===== config.mk =====
export PLATFORM = sky130hd
export DESIGN_NAME = phase_timer
export DESIGN_NICKNAME = d
export VERILOG_FILES = /design/src/rtl/phase_timer.sv
export SDC_FILE = /design/constraint.sdc
export NUM_CORES = 1
export LEC_CHECK = 0
export BUFFER_PORTS_ARGS = -buffer_cell sky130_fd_sc_hd__buf_2
export CAP_MARGIN = 20
export CORE_AREA = 5 5 101 56
export DETAILED_ROUTE_END_ITERATION = 8
export DIE_AREA = 0 0 106 61
export PLACE_DENSITY = 0.86
export SLEW_MARGIN = 20
export SYNTH_ARGS = -nofsm -noshare
export SYNTH_HDL_FRONTEND = slang
export SYNTH_SLANG_ARGS = --single-unit

===== constraint.sdc =====
create_clock -name clk -period 7.3 [get_ports clk]
set_clock_uncertainty 0.15 [all_clocks]
set_input_delay 1.095 -clock clk [delete_from_list [all_inputs] [get_ports clk]]
set_output_delay 1.095 -clock clk [all_outputs]
set_load 0.01 [all_outputs]

===== src/rtl/phase_timer.sv =====
// phase_timer: latches a one-hot arbiter grant as the active light phase, holds it
// for the programmed duration, then enforces an all-red clearance interval.
// Optional feature macro: PHASE_TIMER_PREEMPT_EN (emergency preemption of a running phase).
module phase_timer #(
    parameter int unsigned DUR_W        = 8,
    parameter int unsigned CLEAR_CYCLES = 4
) (
    input  logic               clk,
    input  logic               rst_n,
    input  logic [8:0]         sel,
    input  logic [9*DUR_W-1:0] durations,
    output logic [8:0]         phase,
    output logic               busy,
    output logic               grant_ack,
    output logic               phase_done,
    output logic               preempted,
    output logic               sel_err
);

    typedef enum logic [1:0] {StIdle, StRun, StClear} state_e;

    localparam logic [7:0] ClrLoad = 8'(CLEAR_CYCLES - 1);

    state_e             state_q, state_d;
    logic [8:0]         phase_q, phase_d;
    logic [DUR_W-1:0]   cnt_q, cnt_d;
    logic [7:0]         clr_q, clr_d;
    logic               busy_q, busy_d;
    logic               ack_q, ack_d;
    logic               done_q, done_d;
    logic               err_q, err_d;
    logic               pend_q;
    logic               sel_onehot;
    logic [DUR_W-1:0]   dur_sel;

`ifdef PHASE_TIMER_PREEMPT_EN
    logic               pend_d;
    logic               pre_q, pre_d;
`endif

    // Duration 0 is treated as 1, so the counter load is max(d,1)-1.
    function automatic logic [DUR_W-1:0] load_val(input logic [DUR_W-1:0] d);
        return (d == '0) ? '0 : d - DUR_W'(1);
    endfunction

    // Grant decode: exactly one bit set, and the matching duration field.
    always_comb begin
        sel_onehot = (sel != '0) && ((sel & (sel - 9'd1)) == '0);
        dur_sel    = '0;
        for (int i = 0; i < 9; i++) begin
            if (sel[i]) dur_sel = durations[i*DUR_W +: DUR_W];
        end
    end

    // Next-state and registered-output logic.
    always_comb begin
        state_d = state_q;
        phase_d = phase_q;
        cnt_d   = cnt_q;
        clr_d   = clr_q;
        ack_d   = 1'b0;
        done_d  = 1'b0;
        err_d   = 1'b0;
`ifdef PHASE_TIMER_PREEMPT_EN
        pend_d  = pend_q;
        pre_d   = 1'b0;
`endif
        unique case (state_q)
            StIdle: begin
                if (sel_onehot) begin
                    state_d = StRun;
                    phase_d = sel;
                    cnt_d   = load_val(dur_sel);
                    ack_d   = 1'b1;
                end else if (sel != '0) begin
                    err_d = 1'b1;
                end
            end
            StRun: begin
`ifdef PHASE_TIMER_PREEMPT_EN
                if (!phase_q[8] && sel[8]) begin
                    state_d = StClear;
                    phase_d = '0;
                    clr_d   = ClrLoad;
                    pre_d   = 1'b1;
                    pend_d  = 1'b1;
                end else
`endif
                if (cnt_q == '0) begin
                    state_d = StClear;
                    phase_d = '0;
                    clr_d   = ClrLoad;
                end else begin
                    cnt_d = cnt_q - DUR_W'(1);
                end
            end
            StClear: begin
                if (clr_q == '0) begin
                    done_d = 1'b1;
                    if (pend_q) begin
                        // Emergency runs straight after clearance, skipping IDLE.
                        state_d = StRun;
                        phase_d = 9'h100;
                        cnt_d   = load_val(durations[8*DUR_W +: DUR_W]);
                        ack_d   = 1'b1;
`ifdef PHASE_TIMER_PREEMPT_EN
                        pend_d  = 1'b0;
`endif
                    end else begin
                        state_d = StIdle;
                    end
                end else begin
                    clr_d = clr_q - 8'd1;
                end
            end
            default: begin
                state_d = StIdle;
                phase_d = '0;
            end
        endcase
        busy_d = (state_d != StIdle);
    end

    // State and output registers, cleared asynchronously.
    always_ff @(posedge clk or negedge rst_n) begin
        if (!rst_n) begin
            state_q <= StIdle;
            phase_q <= '0;
            cnt_q   <= '0;
            clr_q   <= '0;
            busy_q  <= 1'b0;
            ack_q   <= 1'b0;
            done_q  <= 1'b0;
            err_q   <= 1'b0;
        end else begin
            state_q <= state_d;
            phase_q <= phase_d;
            cnt_q   <= cnt_d;
            clr_q   <= clr_d;
            busy_q  <= busy_d;
            ack_q   <= ack_d;
            done_q  <= done_d;
            err_q   <= err_d;
        end
    end

`ifdef PHASE_TIMER_PREEMPT_EN
    // Pending-emergency flag and preemption pulse.
    always_ff @(posedge clk or negedge rst_n) begin
        if (!rst_n) begin
            pend_q <= 1'b0;
            pre_q  <= 1'b0;
        end else begin
            pend_q <= pend_d;
            pre_q  <= pre_d;
        end
    end
    assign preempted = pre_q;
`else
    assign pend_q    = 1'b0;
    assign preempted = 1'b0;
`endif

    assign phase      = phase_q;
    assign busy       = busy_q;
    assign grant_ack  = ack_q;
    assign phase_done = done_q;
    assign sel_err    = err_q;

endmodule


==> results.cfg <==
[finish]
nNetsFinal = 472
fin_util_pct = 62.50
layout_commonest_cell = sky130_fd_sc_hd__buf_2
final_cell_mix = sky130_fd_sc_hd__buf_2 (95), sky130_fd_sc_hd__nand2_1 (42), sky130_fd_sc_hd__dfrtp_1 (31)
post_route_cells_drive_above_1_share_pct = 29.43
flow.area_growth_from_synthesis_pct = 23.68
fill_cells = 436
insertedDiodeCount = 0
final_cell_area_um2 = 2928

[setup_path]
path_buf_inv = 1
setup_crit_end_kind = register
cp_data_required_time_ns = 7.36
max_stage_delay_ns = 0.51
critical_path.startpoint_type = input port
arr_time_crit_path_ns = 3.71
worst_path_dominant_cell_family = simple AND/OR/NAND/NOR gates
critical_path.max_fanout = 20
worst_path_max_delay_cell = sky130_fd_sc_hd__or4b_1
worst_path_cell_trace = buf_2, nor2b_1, a221o_1, a222oi_1, a21boi_2, or4b_4, or4b_1, nand3_1
setup.worst_path.class = in -> reg

[cts]
ctsLongestPathBuffers = 2
clock_buffers_created_by_tritoncts = 5
cts_hold_repair.buffers = 0
cts_num_sinks = 31
worst_setup_hold_path_clk_slew_ns = 0.06
clock_insertion_delay_worst_skew_ns = 0.28
cts_max_level = 2
cts.repair_timing.setup_buffer_count = 0
ctsRootBufferMaster = sky130_fd_sc_hd__clkbuf_8
tritoncts_clock_tree = built
cts_resized = 0

[yosys]
share_of_flip_flops_with_an_asynchronous_set_or_reset_pct = 100.0
part_of_the_yosys_area_used_for_sequential_elements_pct = 32.77
synthesis.yosys.warnings = 0
yosys_register_bits = 31
synth.avg_cell_area_um2 = 7.944
netlist_instances = 298
synth_ff_type = sky130_fd_sc_hd__dfrtp_1
yosysUniqueCellTypes = 58
synthesis.nets = 386
synth-edff-count = 0
netlist_area_um2 = 2367

[grt]
first_global_vias = 2562
groute.usage.overall_pct = 23.85
grt_max_degree = 32
antenna_found_initial = 0
grt.overflow.total = 0
first_pass_grt_wire_length_um = 12100

[sta]
layout_setup_ws_ns = 3.658
min_period_ns = 3.642
setup_viol = 0
max_clock_freq_ghz = 0.2746
relative_max_transition_margin_pct = 41.14
period_share_pct = 49.89
whs_ns = 0.3267
setup_total_negative_slack_ns = 0
drv_slew = 0
setup_repair_after_global_routing_missed_its_margin = no
hold_violation_count_in_the_final_report = 0
max_slew.worst_pin.slew_ns = 0.8787

[worst_hold_path]
holdCritPathClass = reg -> reg

[placed_design]
place_ws_ns = 3.418
buffer_ports.inserted = 95
placed_area_um2 = 2840
detailedPlacementHpwl_um = 5947
gp_congestion = 0.9365

[routing]
drt-wirelength-per-cell_um = 16.64
route.vias.total = 2667
drt_pass1_iterations = 5
antenna_left = 0
drc = 0
viasPerCell = 6.007
first_iter_violations = 279
drt_wl_total_um = 7390

[floorplanning]
full_die_area_um2 = 6466
die_h_um = 61
core_region_area_um2 = 4684
start_util_pct = 50.53
rows = 18
top_level_ports = 97
die_x_extent_um = 106

[power_and_ir_drop]
power-per-cell-area_nw_per_um2 = 244.7
ir_drop_worst_vdd_v = 0.0001136
power.static_leakage_nw = 1.385

[job]
max_capacitance_violation_count = 0

[run_status]
result_of_the_run = finished, final reports clean
==> stage by stage <==
step           power [W]  cells
4_1_cts        0.0007171    444
3_3_place_gp   0.0005697    437
5_1_grt        0.0007775    444
6_report       0.0007163    444
2_1_floorplan  0.0004743    298
3_5_place_dp   0.0005795    437
==> routing by layer <==
metal / global-route usage [%] / share of wire, % / vias to the layer above
met1: 35.32 / 48 / 1238
met3: 6.908 / 10 / 12
met5: 0 / 0 / -
li1: - / - / 1269
met2: 35.05 / 40 / 148
met4: 4.244 / 1.1 / 0
==> power by group <==
group / internal, W / switching [W]
Combinational: 0.000124 / 0.000179
Clock: 0.0000738 / 0.0000594
Sequential: 0.000232 / 0.0000480
Total: 0.000430 / 0.000286
==> state kept, by name, indices dropped and copies added (netlist names) <==
signal and cells:
clr_q 8, state_q 2, busy 1, sel_err 1
cnt_q 8, phase_done 1, phase 9, grant_ack 1
==> worst paths after layout <==
kind                          start       end  slack (ns)  cells after the start
setup / recovery             sel[5]  cnt_q[7]        3.66                      8
hold / removal             phase[1]  phase[1]        0.33                      2
setup reg to reg           cnt_q[2]  cnt_q[6]        4.06                      7
hold reg to reg            phase[1]  phase[1]        0.33                      2
max in group asynchronous     rst_n  cnt_q[1]        5.87                      1
min in group asynchronous     rst_n  phase[8]        0.70                      1
==> worst min-delay path, stage by stage (launching register included) <==
cell and delay [ns]:
sky130_fd_sc_hd__dfrtp_1 0.34, sky130_fd_sc_hd__nand2_1 0.05, sky130_fd_sc_hd__o21ai_0 0.06
==> logic make-up (layout without fill, tap and decap cells) <==
kind of cell / count (synthesis) / after routing / share of synthesized area (%)
AO/OA/AOI/OAI: 97 / 97 / 28.33
flip-flops: 31 / 31 / 32.77
multiplexers: 2 / 2 / 0.8457
XOR/XNOR: 9 / 9 / 3.330
buffers and inverters: 30 / 116 / 5.497
AND/OR/NAND/NOR: 122 / 122 / 26.00
adder cells (fa/ha/maj): 6 / 6 / 3.066
other: 1 / 1 / 0.1584
==> synthesized netlist by cell type (5+ instances only) <==
library cell	count	area, um^2
sky130_fd_sc_hd__nor2_1	27	101.4
sky130_fd_sc_hd__dfrtp_1	31	775.7
sky130_fd_sc_hd__o21ai_0	19	95.09
sky130_fd_sc_hd__ha_1	5	62.56
sky130_fd_sc_hd__xnor2_1	5	43.79
sky130_fd_sc_hd__inv_1	12	45.04
sky130_fd_sc_hd__nor2b_1	5	31.28
sky130_fd_sc_hd__a21oi_1	19	95.09
sky130_fd_sc_hd__nor4_1	8	50.05
sky130_fd_sc_hd__a31oi_1	5	31.28
sky130_fd_sc_hd__o22ai_1	5	31.28
sky130_fd_sc_hd__a221o_1	6	60.06
sky130_fd_sc_hd__nor3_1	9	45.04
sky130_fd_sc_hd__nand2b_1	8	50.05
sky130_fd_sc_hd__nand2_1	42	157.7
sky130_fd_sc_hd__a211oi_1	6	45.04
sky130_fd_sc_hd__clkbuf_1	11	41.29
sky130_fd_sc_hd__a221oi_1	5	43.79
==> layout make-up <==
cell class                      instances  area (um^2)  area share (%)
Sequential cell                        31        775.7           26.50
Timing Repair Buffer                   95        475.5           16.24
Clock inverter                          1        5.005          0.1709
Clock buffer                            6        82.58           2.821
Tap cell                               60        75.07           2.564
Multi-Input combinational cell        237         1461           49.91
Inverter                               14        52.55           1.795
No activity file was read; power rests on OpenSTA's default activity.
